$ cat src/rtl/operand_hazard_ctrl.sv
// ----------------------------------------------------------------------------
// operand_hazard_ctrl
//
// Hazard and operand-path control for the EX-stage ALU of a 5-stage RV32I
// core. The block decodes the ID-stage instruction and copies what it needs
// into a shadow pipeline (EX -> MEM -> WB) that runs alongside the real
// pipeline registers. From that shadow state it produces:
//   - the registered operand-A source select (PC or rs1),
//   - the forwarding selects for ALU operands A and B,
//   - load-use stall control (hold PC and IF/ID, bubble ID/EX),
//   - branch/jump redirect flush control.
//
// Ports
//   clk            core clock, rising edge
//   rst            asynchronous, active-high reset
//   id_valid       ID stage holds a real instruction
//   id_opcode      ID-stage opcode field [6:0]
//   id_rs1/rs2/rd  ID-stage register indices [4:0]
//   branch_taken   EX-stage resolved redirect (taken branch, JAL, JALR)
//   A_sel          EX operand A select: 1 = PC, 0 = rs1
//   fwdA, fwdB     EX operand source: 00 regfile, 01 EX/MEM, 10 MEM/WB
//   stall          hold PC and IF/ID this cycle
//   flush_ifid     turn IF/ID into a bubble
//   flush_idex     turn ID/EX into a bubble
//
// Optional feature (macro HAZ_PERF_CNT_EN)
//   Adds stall_cycles[31:0] (cycles with stall = 1) and flush_events[31:0]
//   (cycles with branch_taken = 1). Both reset to 0 and wrap at 2^32.
//
// Parameters
//   LOAD_USE_STALLS  bubble cycles per load-use hazard (1..7)
//   XLEN_REGS        number of architectural registers (index width is 5)
// ----------------------------------------------------------------------------
module operand_hazard_ctrl #(
    parameter int LOAD_USE_STALLS = 1,
    parameter int XLEN_REGS       = 32
) (
    input  logic        clk,
    input  logic        rst,
    input  logic        id_valid,
    input  logic [6:0]  id_opcode,
    input  logic [4:0]  id_rs1,
    input  logic [4:0]  id_rs2,
    input  logic [4:0]  id_rd,
    input  logic        branch_taken,
    output logic        A_sel,
    output logic [1:0]  fwdA,
    output logic [1:0]  fwdB,
    output logic        stall,
    output logic        flush_ifid,
`ifdef HAZ_PERF_CNT_EN
    output logic        flush_idex,
    output logic [31:0] stall_cycles,
    output logic [31:0] flush_events
`else
    output logic        flush_idex
`endif
);

    // RV32I major opcodes that matter for operand usage
    localparam logic [6:0] OPC_LUI    = 7'b0110111;
    localparam logic [6:0] OPC_AUIPC  = 7'b0010111;
    localparam logic [6:0] OPC_JAL    = 7'b1101111;
    localparam logic [6:0] OPC_RTYPE  = 7'b0110011;
    localparam logic [6:0] OPC_STORE  = 7'b0100011;
    localparam logic [6:0] OPC_BRANCH = 7'b1100011;
    localparam logic [6:0] OPC_LOAD   = 7'b0000011;

    localparam logic [1:0] FWD_RF  = 2'b00;
    localparam logic [1:0] FWD_MEM = 2'b01;
    localparam logic [1:0] FWD_WB  = 2'b10;

    // Counter reload when entering STALL; the hazard cycle itself is the
    // first bubble, so STALL covers the remaining LOAD_USE_STALLS-1 cycles.
    localparam logic [2:0] STALL_RELOAD = 3'(LOAD_USE_STALLS - 1);

    // Full record for the instruction in EX: everything forwarding and
    // load-use detection need to look at.
    typedef struct packed {
        logic       valid;
        logic       regwrite;
        logic       memread;
        logic       asel;
        logic       use_rs1;
        logic       use_rs2;
        logic [4:0] rd;
        logic [4:0] rs1;
        logic [4:0] rs2;
    } ex_stage_t;

    // MEM and WB only act as forwarding sources, so they carry the writer
    // identity alone.
    typedef struct packed {
        logic       valid;
        logic       regwrite;
        logic [4:0] rd;
    } wr_stage_t;

    typedef enum logic [0:0] {
        ST_RUN   = 1'b0,
        ST_STALL = 1'b1
    } state_t;

    ex_stage_t id_dec;
    ex_stage_t ex_d;
    ex_stage_t ex_q;
    wr_stage_t mem_q;
    wr_stage_t wb_q;
    state_t    state_q;
    state_t    state_n;
    logic [2:0] cnt_q;
    logic [2:0] cnt_n;

    logic uses_rs1;
    logic uses_rs2;
    logic writes_rd;
    logic load_use;
    logic stall_c;
    logic flush_ifid_c;
    logic flush_idex_c;

    // ------------------------------------------------------------------
    // ID decode
    // ------------------------------------------------------------------
    always_comb begin
        // NOTE: every signal driven here gets a value before any branch,
        // so no path leaves one unassigned and no latch is inferred.
        uses_rs1  = !((id_opcode == OPC_LUI) || (id_opcode == OPC_AUIPC) ||
                      (id_opcode == OPC_JAL));
        uses_rs2  = (id_opcode == OPC_RTYPE) || (id_opcode == OPC_STORE) ||
                    (id_opcode == OPC_BRANCH);
        // Indices at or beyond XLEN_REGS name no real register (RV32E-style
        // builds), so they never count as a write.
        writes_rd = !((id_opcode == OPC_STORE) || (id_opcode == OPC_BRANCH)) &&
                    (id_rd != 5'd0) && ({27'd0, id_rd} < 32'(XLEN_REGS));

        id_dec          = '0;
        id_dec.valid    = 1'b1;
        id_dec.regwrite = writes_rd;
        id_dec.memread  = (id_opcode == OPC_LOAD);
        id_dec.asel     = (id_opcode == OPC_AUIPC) || (id_opcode == OPC_JAL) ||
                          (id_opcode == OPC_BRANCH);
        id_dec.use_rs1  = uses_rs1;
        id_dec.use_rs2  = uses_rs2;
        id_dec.rd       = id_rd;
        id_dec.rs1      = id_rs1;
        id_dec.rs2      = id_rs2;
    end

    // Load-use: the instruction in ID reads a register the load in EX has
    // not produced yet.
    assign load_use = id_valid && ex_q.valid && ex_q.memread && (ex_q.rd != 5'd0) &&
                      ((uses_rs1 && (id_rs1 == ex_q.rd)) ||
                       (uses_rs2 && (id_rs2 == ex_q.rd)));

    // ------------------------------------------------------------------
    // Stall / flush FSM
    // ------------------------------------------------------------------
    always_comb begin
        state_n      = state_q;
        cnt_n        = cnt_q;
        stall_c      = 1'b0;
        flush_ifid_c = 1'b0;
        flush_idex_c = 1'b0;

        if (branch_taken) begin
            // A redirect squashes both younger instructions, so any pending
            // load-use stall is moot.
            flush_ifid_c = 1'b1;
            flush_idex_c = 1'b1;
            state_n      = ST_RUN;
            cnt_n        = '0;
        end else begin
            unique case (state_q)
                ST_RUN: begin
                    if (load_use) begin
                        stall_c      = 1'b1;
                        flush_idex_c = 1'b1;
                        if (LOAD_USE_STALLS > 1) begin
                            state_n = ST_STALL;
                            cnt_n   = STALL_RELOAD;
                        end
                    end
                end
                ST_STALL: begin
                    stall_c      = 1'b1;
                    flush_idex_c = 1'b1;
                    // Leave on the edge where the count reaches zero, giving
                    // STALL_RELOAD cycles in this state.
                    if (cnt_q <= 3'd1) begin
                        state_n = ST_RUN;
                        cnt_n   = '0;
                    end else begin
                        cnt_n = cnt_q - 3'd1;
                    end
                end
                default: begin
                    state_n = ST_RUN;
                    cnt_n   = '0;
                end
            endcase
        end

        // Bubble into EX on flush or when ID is empty.
        ex_d = (id_valid && !flush_idex_c) ? id_dec : '0;
    end

    // ------------------------------------------------------------------
    // Shadow pipeline and FSM state
    // ------------------------------------------------------------------
    // NOTE: sequential state uses non-blocking assignments so every register
    // samples the pre-edge value of its source, exactly like real flops.
    always_ff @(posedge clk or posedge rst) begin
        if (rst) begin
            ex_q    <= '0;
            mem_q   <= '0;
            wb_q    <= '0;
            state_q <= ST_RUN;
            cnt_q   <= '0;
        end else begin
            ex_q    <= ex_d;
            mem_q   <= '{valid: ex_q.valid, regwrite: ex_q.regwrite, rd: ex_q.rd};
            wb_q    <= mem_q;
            state_q <= state_n;
            cnt_q   <= cnt_n;
        end
    end

    // ------------------------------------------------------------------
    // Forwarding
    // ------------------------------------------------------------------
    function automatic logic [1:0] fwd_sel(input logic [4:0] rs, input logic used,
                                           input wr_stage_t mem, input wr_stage_t wb);
        logic [1:0] sel;
        sel = FWD_RF;
        if (used) begin
            // MEM holds the younger write, so it takes priority over WB.
            if (mem.valid && mem.regwrite && (mem.rd == rs) && (mem.rd != 5'd0))
                sel = FWD_MEM;
            else if (wb.valid && wb.regwrite && (wb.rd == rs) && (wb.rd != 5'd0))
                sel = FWD_WB;
        end
        return sel;
    endfunction

    // Operand A is not rs1 when the ALU takes the PC.
    assign fwdA  = fwd_sel(ex_q.rs1, ex_q.use_rs1 && !ex_q.asel, mem_q, wb_q);
    assign fwdB  = fwd_sel(ex_q.rs2, ex_q.use_rs2, mem_q, wb_q);
    assign A_sel = ex_q.asel;

    // Control outputs are held quiet while reset is asserted, even if a
    // redirect is presented.
    assign stall      = stall_c      && !rst;
    assign flush_ifid = flush_ifid_c && !rst;
    assign flush_idex = flush_idex_c && !rst;

`ifdef HAZ_PERF_CNT_EN
    always_ff @(posedge clk or posedge rst) begin
        if (rst) begin
            stall_cycles <= '0;
            flush_events <= '0;
        end else begin
            if (stall)
                stall_cycles <= stall_cycles + 32'd1;
            if (branch_taken)
                flush_events <= flush_events + 32'd1;
        end
    end
`endif

endmodule
$ cat config.mk
export PLATFORM = sky130hd
export DESIGN_NAME = operand_hazard_ctrl
export DESIGN_NICKNAME = d
export VERILOG_FILES = /design/src/rtl/operand_hazard_ctrl.sv
export SDC_FILE = /design/constraint.sdc
export NUM_CORES = 1
export LEC_CHECK = 0
export ABC_AREA = 1
export CAP_MARGIN = 20
export CORE_UTILIZATION = 53
export DETAILED_ROUTE_END_ITERATION = 10
export PLACE_DENSITY = 0.79
export SLEW_MARGIN = 20
export SYNTH_ARGS = -nofsm -noshare
export SYNTH_HDL_FRONTEND = slang
export SYNTH_SLANG_ARGS = --single-unit
$ cat constraint.sdc
create_clock -name clk -period 1.49 [get_ports clk]
set_input_delay 0.149 -clock clk [delete_from_list [all_inputs] [get_ports clk]]
set_output_delay 0.149 -clock clk [all_outputs]
set_load 0.02 [all_outputs]
# After elaboration in Yosys (flattened, before gate mapping)
# Cells that the tools add are included.
[op_classes]
addsub = 1
magnitude_cmp = 1
eq_ne = 13
n_mux = 18
bitwise_logic = 1
reduce_logical = 40
[ops]
columns = ["operator", "n"]
rows = [
  ["$eq A5 B5 Y1", 6],
  ["$logic_and A1 B1 Y1", 22],
  ["$eq A7 B6 Y1 const B", 3],
  ["$mux W21", 1],
  ["$reduce_bool A5 Y1", 4],
  ["$eq A7 B7 Y1 const B", 2],
  ["$mux W2", 6],
  ["$mux W3", 3],
  ["$logic_or A1 B1 Y1", 8],
  ["$eq A7 B2 Y1 const B", 1],
  ["$eq A7 B5 Y1 const B", 1],
  ["$mux W1", 7],
  ["$logic_not A1 Y1", 5],
  ["$le A3 B1 Y1 const B", 1],
  ["$sub A3 B1 Y3 const B", 1],
  ["$pmux W1 S2", 1],
  ["$reduce_bool A2 Y1", 1],
  ["$not A1 Y1", 1],
]
[word_totals]
reg_bits = 39
wordCells = 91

# Longest topological paths before layout
[depth]
word_depth = 13
mapped_depth = 12
depth_no_buf = 11

# Least setup slack after synthesis
# Ideal clock, no wire load.
[synth_path]
path_type = "in2out"
start = "in rst"
end = "out stall"
t_arrival_ns = 1.467
required_ns = 1.341
setup_slack_ns = -0.126
stages = 3
path_buffers = 0
cell_sequence = "inv_1 -> nand2_1 -> a21oi_1"
[synth_via]
elab_chain_len = 2
[synth_rtl]
columns = ["item", "line", "text"]
rows = [
  ["start, declared", "39", "input logic rst,"],
  ["$logic_not A1 Y1", "253", "assign stall = stall_c && !rst;"],
  ["$logic_and A1 B1 Y1", "253", ""],
  ["end, declared", "49", "output logic stall,"],
]
# Every way passes these cells.

# Final worst setup path
[layout_path]
start = "reg ex_q[13] (netlist name)"
end = "out stall"
[layout_via]
elab_chain_len = 8
word_cells_on_any_way = 12
cone_classes = "2 x eq/ne; 3 x mux; 7 x reduce/logical"
[layout_rtl]
columns = ["item", "line", "text"]
rows = [
  ["start, declared", "106", "ex_stage_t ex_q;"],
  ["start signal, assigned", "215", "ex_q <= '0;"],
  ["start signal, assigned", "221", "ex_q <= ex_d;"],
  ["$eq A5 B5 Y1, on equally long branches", "153, 154", ""],
  ["$logic_and A1 B1 Y1, on equally long branches", "153, 154", ""],
  ["$logic_or A1 B1 Y1", "153", "((uses_rs1 && (id_rs1 == ex_q.rd)) ||"],
  ["$logic_and A1 B1 Y1 (*)", "152", "assign load_use = id_valid && ex_q.valid && ex_q.memread && (ex_q.rd != 5'd0) &&"],
  ["$mux W1 (*)", "176", "if (load_use) begin"],
  ["$pmux W1 S2 (*)", "174", "unique case (state_q)"],
  ["$mux W1 (*)", "166", "if (branch_taken) begin"],
  ["$logic_and A1 B1 Y1 (*)", "253", ""],
]
# Mark *: on every way between the ends. The rest lies on a longest branch, timed or not.

==> flow_summary_export.csv <==
group,metric,value,unit
routing,avgViaCountPerCell,5.15,
routing,remaining_drc_errors,0,
finish,n_fill_cell,208,
routing,drt_pass1_iterations,4,
routing,vias,1891,
finish,fin_util,0.825,
cts,cts.sink_count,39,
cts,clockRootBuffer,"clkbuf_8",
pwr,power.density,852,nW/um^2
global_routing,overflow,0,
pwr,p_leak,1.47,nW
finish,fin_nets,346,
placement,dp_hpwl,3340,um
routing,route.met3.wl,254,um
setup_path,critPathLaunch,"ex_q[13]$_DFF_PP0_",
global_routing,antenna_found_initial,0,
yosys,synth_cells,234,
routing,top_layer,"met4",
finish,antenna_cells,0,
global_routing,first_global_vias,2015,
floorplanning,die_h,64.9,um
timing,clock.fmax,542,MHz
floorplanning,ios,34,
placement,placed_cell_area,2770,um^2
hold_path,min-delay-start,"ex_q[19]$_DFF_PP0_",
yosys,ys.warnings.count,0,
yosys,synth-seq-cells,39,
timing,clock_skew,11.2,ps
yosys,synth_fp_nets,262,
setup_path,r2r_start,"ex_q[13]$_DFF_PP0_",
yosys,yosysTopAreaCellShare,0.466,
cts,clk-insertion-delay-late,300,ps
routing,wl_met2,2890,um
timing,worstMarginPinSlew,478,ps
yosys,synth_area_leaders,"dfrtp_1 (47%), nor2_4 (11%), nand2_1 (7.7%)",
routing,routed_wl,5440,um
setup_path,worstPathArrival,1700,ps
yosys,synth_top_area_cell,"dfrtp_1",
global_routing,grt_max_degree,40,
yosys,avgSynthCellArea,8.96,um^2
yosys,synth_area,2100,um^2
timing,finalHoldViolCount,0,
floorplanning,initial_utilization,0.564,
yosys,ys_seq_area_frac,0.466,
placement,gp_congestion,0.909,
floorplanning,core.rowCount,22,
routing,met1_length,2080,um
timing,max_slew_margin,0.681,
timing,min_period,1840,ps
setup_path,critPathRequiredTime,1340,ps
routing,ant_nets,0,
job,cap_violations,0,
floorplanning,dieWidth,64.9,um
cts,path_clk_slew,80,ps
hold_path,min_path_type,"reg2reg",
setup_path,crit_fanout,4,
cts,h-tree-depth,2,
timing,worst_hold_slack,386,ps
yosys,synth_cell_types,27,
finish,final_area,3070,um^2
timing,setup_viol,27,
routing,post_drt_wl_per_cell,14.8,um
pwr,vdd.ir_drop.worst,656,uV
cts,cts_tree,"built",
setup_path,criticalPathCategory,"reg2out",
floorplanning,die_area,4210,um^2
finish,layout-drive-gt1-share,0.354,
timing,finalMaxSlewViolations,0,
finish,syn_to_final_growth,46.3,%
global_routing,grt_use_total,0.292,
cts,clk_path_buf_depth,2,
status,status,"finished, violations left",
setup_path,startpoint_type,"flip-flop",
cts,numCtsBuffers,5,
routing,drtIter0Drc,90,
timing,fin_crit_sh,1.24,
setup_path,end_kind,"output pin",
placement,io_buffers,33,
status,violations,"negative setup slack",
placement,place_ws,-731,ps
timing,rsz0062_at_grt,"yes",
timing,finalWorstSetupSlack,-355,ps
floorplanning,core_area,3720,um^2
global_routing,grt_pass1_wl,8940,um
-- where the power goes --
group          internal [mW]  leakage, nW  switching (mW)
clock                  0.670       0.0654           0.384
sequential              1.09        0.525          0.0354
combinational          0.213        0.876           0.214
total                   1.98         1.47           0.633
-- synth_stat cells, drive strengths merged --
cell type and instances:
a21oi 5, a311oi 1, buf 2, clkinv 1, dfrtp 39, ha 2, inv 46, nand2 44
nand3 11, nand4 10, nor2 37, nor3 7, nor3b 2, nor4 1, o2111ai 2, o21ai 6
o22ai 2, or2 3, xnor2 9, xor2 4
-- cell usage in the layout (no fill, tap or decap), types with 2 or more instances in the layout --
cell type,synthesis,routed
nand2_2,1,3
or2_2,3,2
buf_12,2,3
nand2_1,43,41
nor3_2,1,4
buf_6,0,2
bufinv_16,0,2
nand3_1,10,9
o21ai_0,5,5
xor2_1,4,4
ha_1,2,2
inv_2,6,9
clkbuf_8,0,5
a21oi_1,4,3
a21oi_2,1,2
nand4_1,10,10
buf_4,0,46
xnor2_1,9,9
nor2_1,17,14
dlygate4sd2_1,0,2
nor3_4,0,2
o22ai_1,2,2
nor2_2,0,3
clkdlybuf4s50_1,0,25
inv_1,40,36
dfrtp_1,39,39
nor2_4,20,20
o2111ai_2,0,2
nor3b_2,0,2
-- layer usage --
layer  track usage  vias to the layer above
li1              -                      899
met1         0.328                      889
met2         0.509                       80
met3        0.0757                       23
met4         0.139                        0
met5             0                        -
-- stage by stage --
step,power [mW],TNS (ps),std cells
2_1_floorplan,1.33,0,234
3_3_place_gp,1.50,-9160,352
3_5_place_dp,1.51,-10380,352
4_1_cts,2.57,-5370,365
5_1_grt,2.70,-8590,367
6_report,2.61,-6100,367
-- state kept, by name (all words and copies together), names as in the netlist --
| signal | flops |
|---|---|
| ex_q | 20 |
| wb_q | 7 |
| A_sel | 1 |
| state_q | 1 |
| mem_q | 7 |
| cnt_q | 3 |
-- final cells by class --
type	count	area, um^2	area share
clock buffer	6	72.6	0.0237
clock inverter	2	60.1	0.0196
inverter	47	180	0.0588
multi-input combinational	146	993	0.324
sequential	39	976	0.318
tap	48	60.1	0.0196
timing repair buffer	79	723	0.236
-- path summary, 6_finish.rpt --
path / endpoint / slack, ps / cells past startpoint
setup / recovery: stall / -350 / 10
hold / removal: mem_q[5]$_DFF_PP0_ / 390 / 0
setup reg to reg: ex_q[19]$_DFF_PP0_ / -260 / 13
hold reg to reg: mem_q[5]$_DFF_PP0_ / 390 / 0
max in group asynchronous: mem_q[4]$_DFF_PP0_ / 730 / 3
min in group asynchronous: ex_q[18]$_DFF_PP0_ / 410 / 3
-- logic make-up after synthesis --
logic type / synth area share
flip-flops: 0.466
XOR/XNOR: 0.0543
adder cells (fa/ha/maj): 0.0119
AO/OA/AOI/OAI: 0.0466
AND/OR/NAND/NOR: 0.318
buffers and inverters: 0.103
-- repair_timing --
action | CTS | global route
gates cloned | 1 | 0
buffers inserted | 4 | 2
pin swaps | 3 | 10
endpoints found under the setup margin | 28 | 28
gates resized for setup | 42 | 18
hold buffers | 0 | 0
-- worst max-delay path, stage by stage (launching register included) --
cell     delay (ps)
dfrtp_1         420
nand2_1          90
nand2_1          70
nor2_2          130
nand2_1          60
nor2_1          100
nand2_1          60
nand2_1          80
nand2_2          80
a21oi_1         140
buf_4           160
Note: power is estimated with default switching activity, not from simulation.
